File: config.mk
export PLATFORM = sky130hd
export DESIGN_NAME = wb_port_arbiter
export DESIGN_NICKNAME = d
export VERILOG_FILES = /design/src/rtl/wb_port_arbiter.sv
export SDC_FILE = /design/constraint.sdc
export NUM_CORES = 1
export LEC_CHECK = 0
export ABC_AREA = 1
export ABC_CLOCK_PERIOD_IN_PS = 6100
export CAP_MARGIN = 10
export CORE_AREA = 5 5 134 161
export CTS_BUF_LIST = sky130_fd_sc_hd__clkbuf_8
export CTS_CLUSTER_DIAMETER = 40
export DETAILED_ROUTE_END_ITERATION = 8
export DIE_AREA = 0 0 139 166
export MAX_ROUTING_LAYER = met4
export PLACE_DENSITY = 0.65
export SYNTH_ARGS = -nofsm -noshare
export SYNTH_HDL_FRONTEND = slang
export SYNTH_SLANG_ARGS = --single-unit
File: constraint.sdc
create_clock -name clk -period 6.1 [get_ports clk]
set_clock_uncertainty 0.1 [all_clocks]
set_input_delay 0.915 -clock clk [delete_from_list [all_inputs] [get_ports clk]]
set_output_delay 0.915 -clock clk [all_outputs]
set_load 0.05 [all_outputs]
File: src/rtl/wb_port_arbiter.sv
// wb_port_arbiter
//   Shares the register file's single write port between NREQ writeback
//   requesters (ALU, load, mul/div). A round-robin arbiter picks one
//   requester per cycle. A registered stage drives the regfile write port.
//   A busy-bit scoreboard flags RAW hazards on decode source operands and
//   WAW stalls on issue.
//
//   Optional feature macro: WB_ARB_BYPASS_EN
//     When defined, a source operand that is being written back this cycle is
//     not reported as a hazard, because the regfile forwards rf_in to it.
//
// Ports
//   clk, reset             clock; asynchronous active-high reset
//   req_valid/rd/data      per-requester writeback (flattened, requester 0 at LSB)
//   req_ready              one-hot grant (combinational, never back-pressured)
//   issue_valid/rd         decode issues an instruction writing issue_rd
//   issue_stall            issue_rd already has an outstanding producer (WAW)
//   chk_rs1/2, hazard_rs1/2  RAW hazard query for decode source operands
//   rf_en/rd/in            register file write port
module wb_port_arbiter #(
  parameter int NREQ = 3,
  parameter int XLEN = 64,
  parameter int AW   = 5
) (
  input  logic                 clk,
  input  logic                 reset,
  input  logic [NREQ-1:0]      req_valid,
  input  logic [NREQ*AW-1:0]   req_rd,
  input  logic [NREQ*XLEN-1:0] req_data,
  output logic [NREQ-1:0]      req_ready,
  input  logic                 issue_valid,
  input  logic [AW-1:0]        issue_rd,
  output logic                 issue_stall,
  input  logic [AW-1:0]        chk_rs1,
  input  logic [AW-1:0]        chk_rs2,
  output logic                 hazard_rs1,
  output logic                 hazard_rs2,
  output logic                 rf_en,
  output logic [AW-1:0]        rf_rd,
  output logic [XLEN-1:0]      rf_in
);

  localparam int PW   = (NREQ > 1) ? $clog2(NREQ) : 1;
  localparam int NREG = 1 << AW;

  // (base + k) mod NREQ, with base < NREQ and k <= NREQ
  function automatic logic [PW-1:0] wrap_inc(input logic [PW-1:0] base, input int k);
    int s;
    s = int'(base) + k;
    if (s >= NREQ) s = s - NREQ;
    return PW'(s);
  endfunction

  logic [PW-1:0]   rr_ptr;
  logic [PW-1:0]   gnt_idx;
  logic [PW-1:0]   cand;
  logic            gnt_any;
  logic [AW-1:0]   gnt_rd;
  logic [XLEN-1:0] gnt_data;
  logic            wb_vld_p0;

  logic            vld_p1;
  logic [AW-1:0]   rf_rd_p1;
  logic [XLEN-1:0] rf_in_p1;

  logic [NREG-1:0] busy;
  logic [NREG-1:0] busy_nxt;
  logic            issue_set;

  // ---- stage p0: round-robin arbitration --------------------------------
  always_comb begin
    gnt_any = 1'b0;
    gnt_idx = '0;
    cand    = '0;
    for (int k = 0; k < NREQ; k++) begin
      cand = wrap_inc(rr_ptr, k);
      if (!gnt_any && req_valid[cand]) begin
        gnt_any = 1'b1;
        gnt_idx = cand;
      end
    end
    // no handshake may complete while reset is held
    if (reset) gnt_any = 1'b0;
  end

  always_comb begin
    req_ready = '0;
    if (gnt_any) req_ready[gnt_idx] = 1'b1;
  end

  assign gnt_rd    = req_rd[int'(gnt_idx)*AW +: AW];
  assign gnt_data  = req_data[int'(gnt_idx)*XLEN +: XLEN];
  // writes to x0 are accepted but never reach the regfile
  assign wb_vld_p0 = gnt_any && (gnt_rd != '0);

  always_ff @(posedge clk or posedge reset) begin
    if (reset)        rr_ptr <= '0;
    else if (gnt_any) rr_ptr <= wrap_inc(gnt_idx, 1);
  end

  // ---- stage p1: registered regfile write port ---------------------------
  always_ff @(posedge clk or posedge reset) begin
    if (reset) begin
      vld_p1   <= 1'b0;
      rf_rd_p1 <= '0;
      rf_in_p1 <= '0;
    end else begin
      vld_p1 <= wb_vld_p0;
      if (wb_vld_p0) begin
        rf_rd_p1 <= gnt_rd;
        rf_in_p1 <= gnt_data;
      end
    end
  end

  assign rf_en = vld_p1;
  assign rf_rd = rf_rd_p1;
  assign rf_in = rf_in_p1;

  // ---- scoreboard --------------------------------------------------------
  assign issue_stall = issue_valid && busy[issue_rd];
  assign issue_set   = issue_valid && !issue_stall && (issue_rd != '0);

  // set is applied after clear so a newer producer keeps the bit
  always_comb begin
    busy_nxt = busy;
    if (vld_p1)    busy_nxt[rf_rd_p1] = 1'b0;
    if (issue_set) busy_nxt[issue_rd] = 1'b1;
    busy_nxt[0] = 1'b0;
  end

  always_ff @(posedge clk or posedge reset) begin
    if (reset) busy <= '0;
    else       busy <= busy_nxt;
  end

`ifdef WB_ARB_BYPASS_EN
  assign hazard_rs1 = busy[chk_rs1] && !(vld_p1 && (rf_rd_p1 == chk_rs1));
  assign hazard_rs2 = busy[chk_rs2] && !(vld_p1 && (rf_rd_p1 == chk_rs2));
`else
  assign hazard_rs1 = busy[chk_rs1];
  assign hazard_rs2 = busy[chk_rs2];
`endif

endmodule

==> summary.txt <==
Clocking
  • TritonCTS clock tree: yes
  • TritonCTS Buffers: 9
  • Setup Buffers After CTS: 0
  • Clock Latency Late Sink: 0.37 ns
  • CTS-repair resized insts: 0
  • CTS Hold Bufs: 0
  • CTS H-Tree Depth: 3
  • Reg clk slew, reported paths: 0.11 ns
  • Root Buffer: clkbuf_8
  • Clock sink count: 103
  • Clk buf depth: 2

Place
  • Placed cells: 1517
  • Post-DP HPWL: 24180 µm
  • Routability congestion estimate: 1.024
  • IO Port Bufs: 303
  • Post-DP Area: 9970 µm²

Timing
  • Worst-Margin Slew: 1.024 ns
  • Final hold slack: 0.4077 ns
  • Final Max Slew Viols: 0
  • Fmax: 210.2 MHz
  • Slew HR: 0.3150
  • Setup TNS: 0 ns
  • Period minus WS final: 4.756 ns
  • Final Hold Fails: 0
  • Endpoints failing setup: 0
  • RSZ-0062 raised after global routing: no
  • Fin crit share: 0.7797

Global routing
  • Pin count of the biggest net entering global routing: 75
  • Vias in the first global route: 8024
  • GRT Total Usage: 0.2660
  • First-pass GRT wire length: 47040 µm
  • Antenna violations before repair: 1
  • Total congestion overflow: 0

Logic synthesis
  • Syn Std Cell Area: 6819 µm²
  • Area contributors post-synth: dfrtp_1, nand3_1, nand2_1
  • Post-synth ARST share: 1.000
  • Top post-synthesis cells by count: nand3_1, nand2_1, dfrtp_1
  • Seq cells post-synth: 103
  • Top cell type by total area after synthesis: dfrtp_1
  • Most frequent cell after synthesis: nand3_1
  • Netlist cell types: 32
  • Yosys warns: 0
  • EDFF count, synth: 0
  • Synth Flop Type: dfrtp_1
  • Register area share after synthesis: 0.3780
  • Syn nets: 1236
  • Top cell type's share of synthesized area: 0.3780
  • Syn_area_per_cell: 6.805 µm²
  • Synth Instances: 1002

Job
  • Max-Cap Viols: 0

Critical path
  • Crit path DAT: 3.74 ns
  • Slowest stage delay, CP: 0.82 ns
  • CP endpoint kind: output port
  • Critical path class: primary input to output port
  • Required @ worst endpoint: 5.08 ns
  • Crit path launch type: primary input
  • Worst path cell trace: clkdlybuf4s50_1, inv_1, a21oi_1, o21ai_0, nand3_1, o21ai_0, o22ai_1, nor2_1, a31oi_1, clkdlybuf4s50_1
  • Crit-path slowest cell: clkdlybuf4s50_1
  • CP max FO: 17

Floorplan
  • Die Y-Extent: 166 µm
  • Initial Util: 0.3415
  • Die area: 23070 µm²
  • Core area: 19970 µm²
  • Row Count: 57
  • Die X: 139 µm
  • IO Count: 304

Power
  • Pwr Density: 614.5 nW/µm²
  • Leak: 4.464 nW
  • Total Power: 6.270 mW
  • Max rail drop VDD: 340.5 µV

Routing
  • First drt pass iteration count: 7
  • Routed vias: 8267
  • Final ANT Viol Nets: 0
  • Initial detailed-routing violation count: 950
  • WL final: 31080 µm
  • Avg WL per Cell: 20.29 µm
  • Vias per inst: 5.396
  • Post-route DRC: 0

Cells and area
  • Fin area: 10200 µm²
  • Final nets: 1497
  • Area delta synth->final: 49.63%
  • Fin cells: 1532
  • Share of cells above drive strength 1: 0.03870

Outcome
  • Outcome: complete, no violations

Hold path
  • HP Class: register to register
==> final cells by class <==
class                           instances  area (µm²)
Clock buffer                            9       123.9
Multi-Input combinational cell        788        3755
Timing Repair Buffer                  317        3138
Tap cell                              265       331.6
Sequential cell                       103        2577
Clock inverter                          5       107.6
Antenna cell                            1       2.502
Fill cell                            2049        9766
Inverter                               44       167.7
==> critical path, delay by kind of cell <==
| kind | cells | cell delay [ns] |
|---|---|---|
| buf+inv | 3 | 1.99 |
| compound gates | 5 | 0.70 |
| simple gates | 2 | 0.13 |
==> routing by layer <==
metal / wire, µm / share of wire / track usage / up-vias
met5: 0 / 0 / - / -
met1: 12250 / 0.39 / 0.3134 / 3861
met2: 14950 / 0.48 / 0.4346 / 375
met3: 2213 / 0.071 / 0.05271 / 78
met4: 1663 / 0.054 / 0.1302 / 0
li1: - / - / - / 3953
==> state kept, by name (all words and copies together), names as in the netlist <==
name	count
rf_in	64
rf_rd	5
busy	31
rf_en	1
rr_ptr	2
==> path summary, 6_finish.rpt <==
path / startpoint / endpoint / slack, ns / cells after the start
max: chk_rs2[0] / hazard_rs2 / 1.34 / 10
min: rf_in[19] / rf_in[19] / 0.41 / 2
max reg2reg: rr_ptr[0] / rf_in[46] / 2.09 / 18
min reg2reg: rf_in[19] / rf_in[19] / 0.41 / 2
max in group asynchronous: reset / rf_rd[0] / 3.83 / 3
min in group asynchronous: reset / rf_in[63] / 0.83 / 2
==> layout by cell type (no fill, tap or decap), types with 4 or more instances in the layout <==
cell | netlist | routed
o21ai_0 | 82 | 82
o22ai_1 | 4 | 4
clkbuf_8 | 0 | 9
ha_1 | 6 | 6
nand3_1 | 322 | 322
buf_4 | 9 | 14
o221ai_1 | 8 | 8
nand2_2 | 3 | 4
inv_1 | 38 | 36
a22oi_1 | 14 | 14
dfrtp_1 | 103 | 103
nor2_1 | 37 | 36
a21oi_1 | 11 | 11
nor3_1 | 11 | 11
inv_2 | 5 | 6
nand2_1 | 269 | 268
clkdlybuf4s50_1 | 0 | 303
==> per-stage QoR <==
| stage | setup WS (ns) | utilization |
|---|---|---|
| 6_report | 1.344 | 0.5110 |
| 5_1_grt | 1.287 | 0.5110 |
| 4_1_cts | 1.424 | 0.5108 |
| 3_5_place_dp | 1.410 | 0.4992 |
| 3_3_place_gp | 1.479 | 0.4992 |
| 2_1_floorplan | 0.4564 | - |
==> report_power, final <==
group          switching (mW)  internal, mW  total [mW]
registers               0.315          1.01        1.32
clock network           0.244         0.271       0.515
logic                    3.05          1.38        4.43
==> cell families after synthesis <==
group / Yosys count / share of synthesized area
flip-flops: 103 / 0.3780
AO/OA/AOI/OAI: 128 / 0.1083
buffers and inverters: 111 / 0.07431
adder cells (fa/ha/maj): 6 / 0.01101
AND/OR/NAND/NOR: 654 / 0.4284
Power figures use the tool's default switching activity.
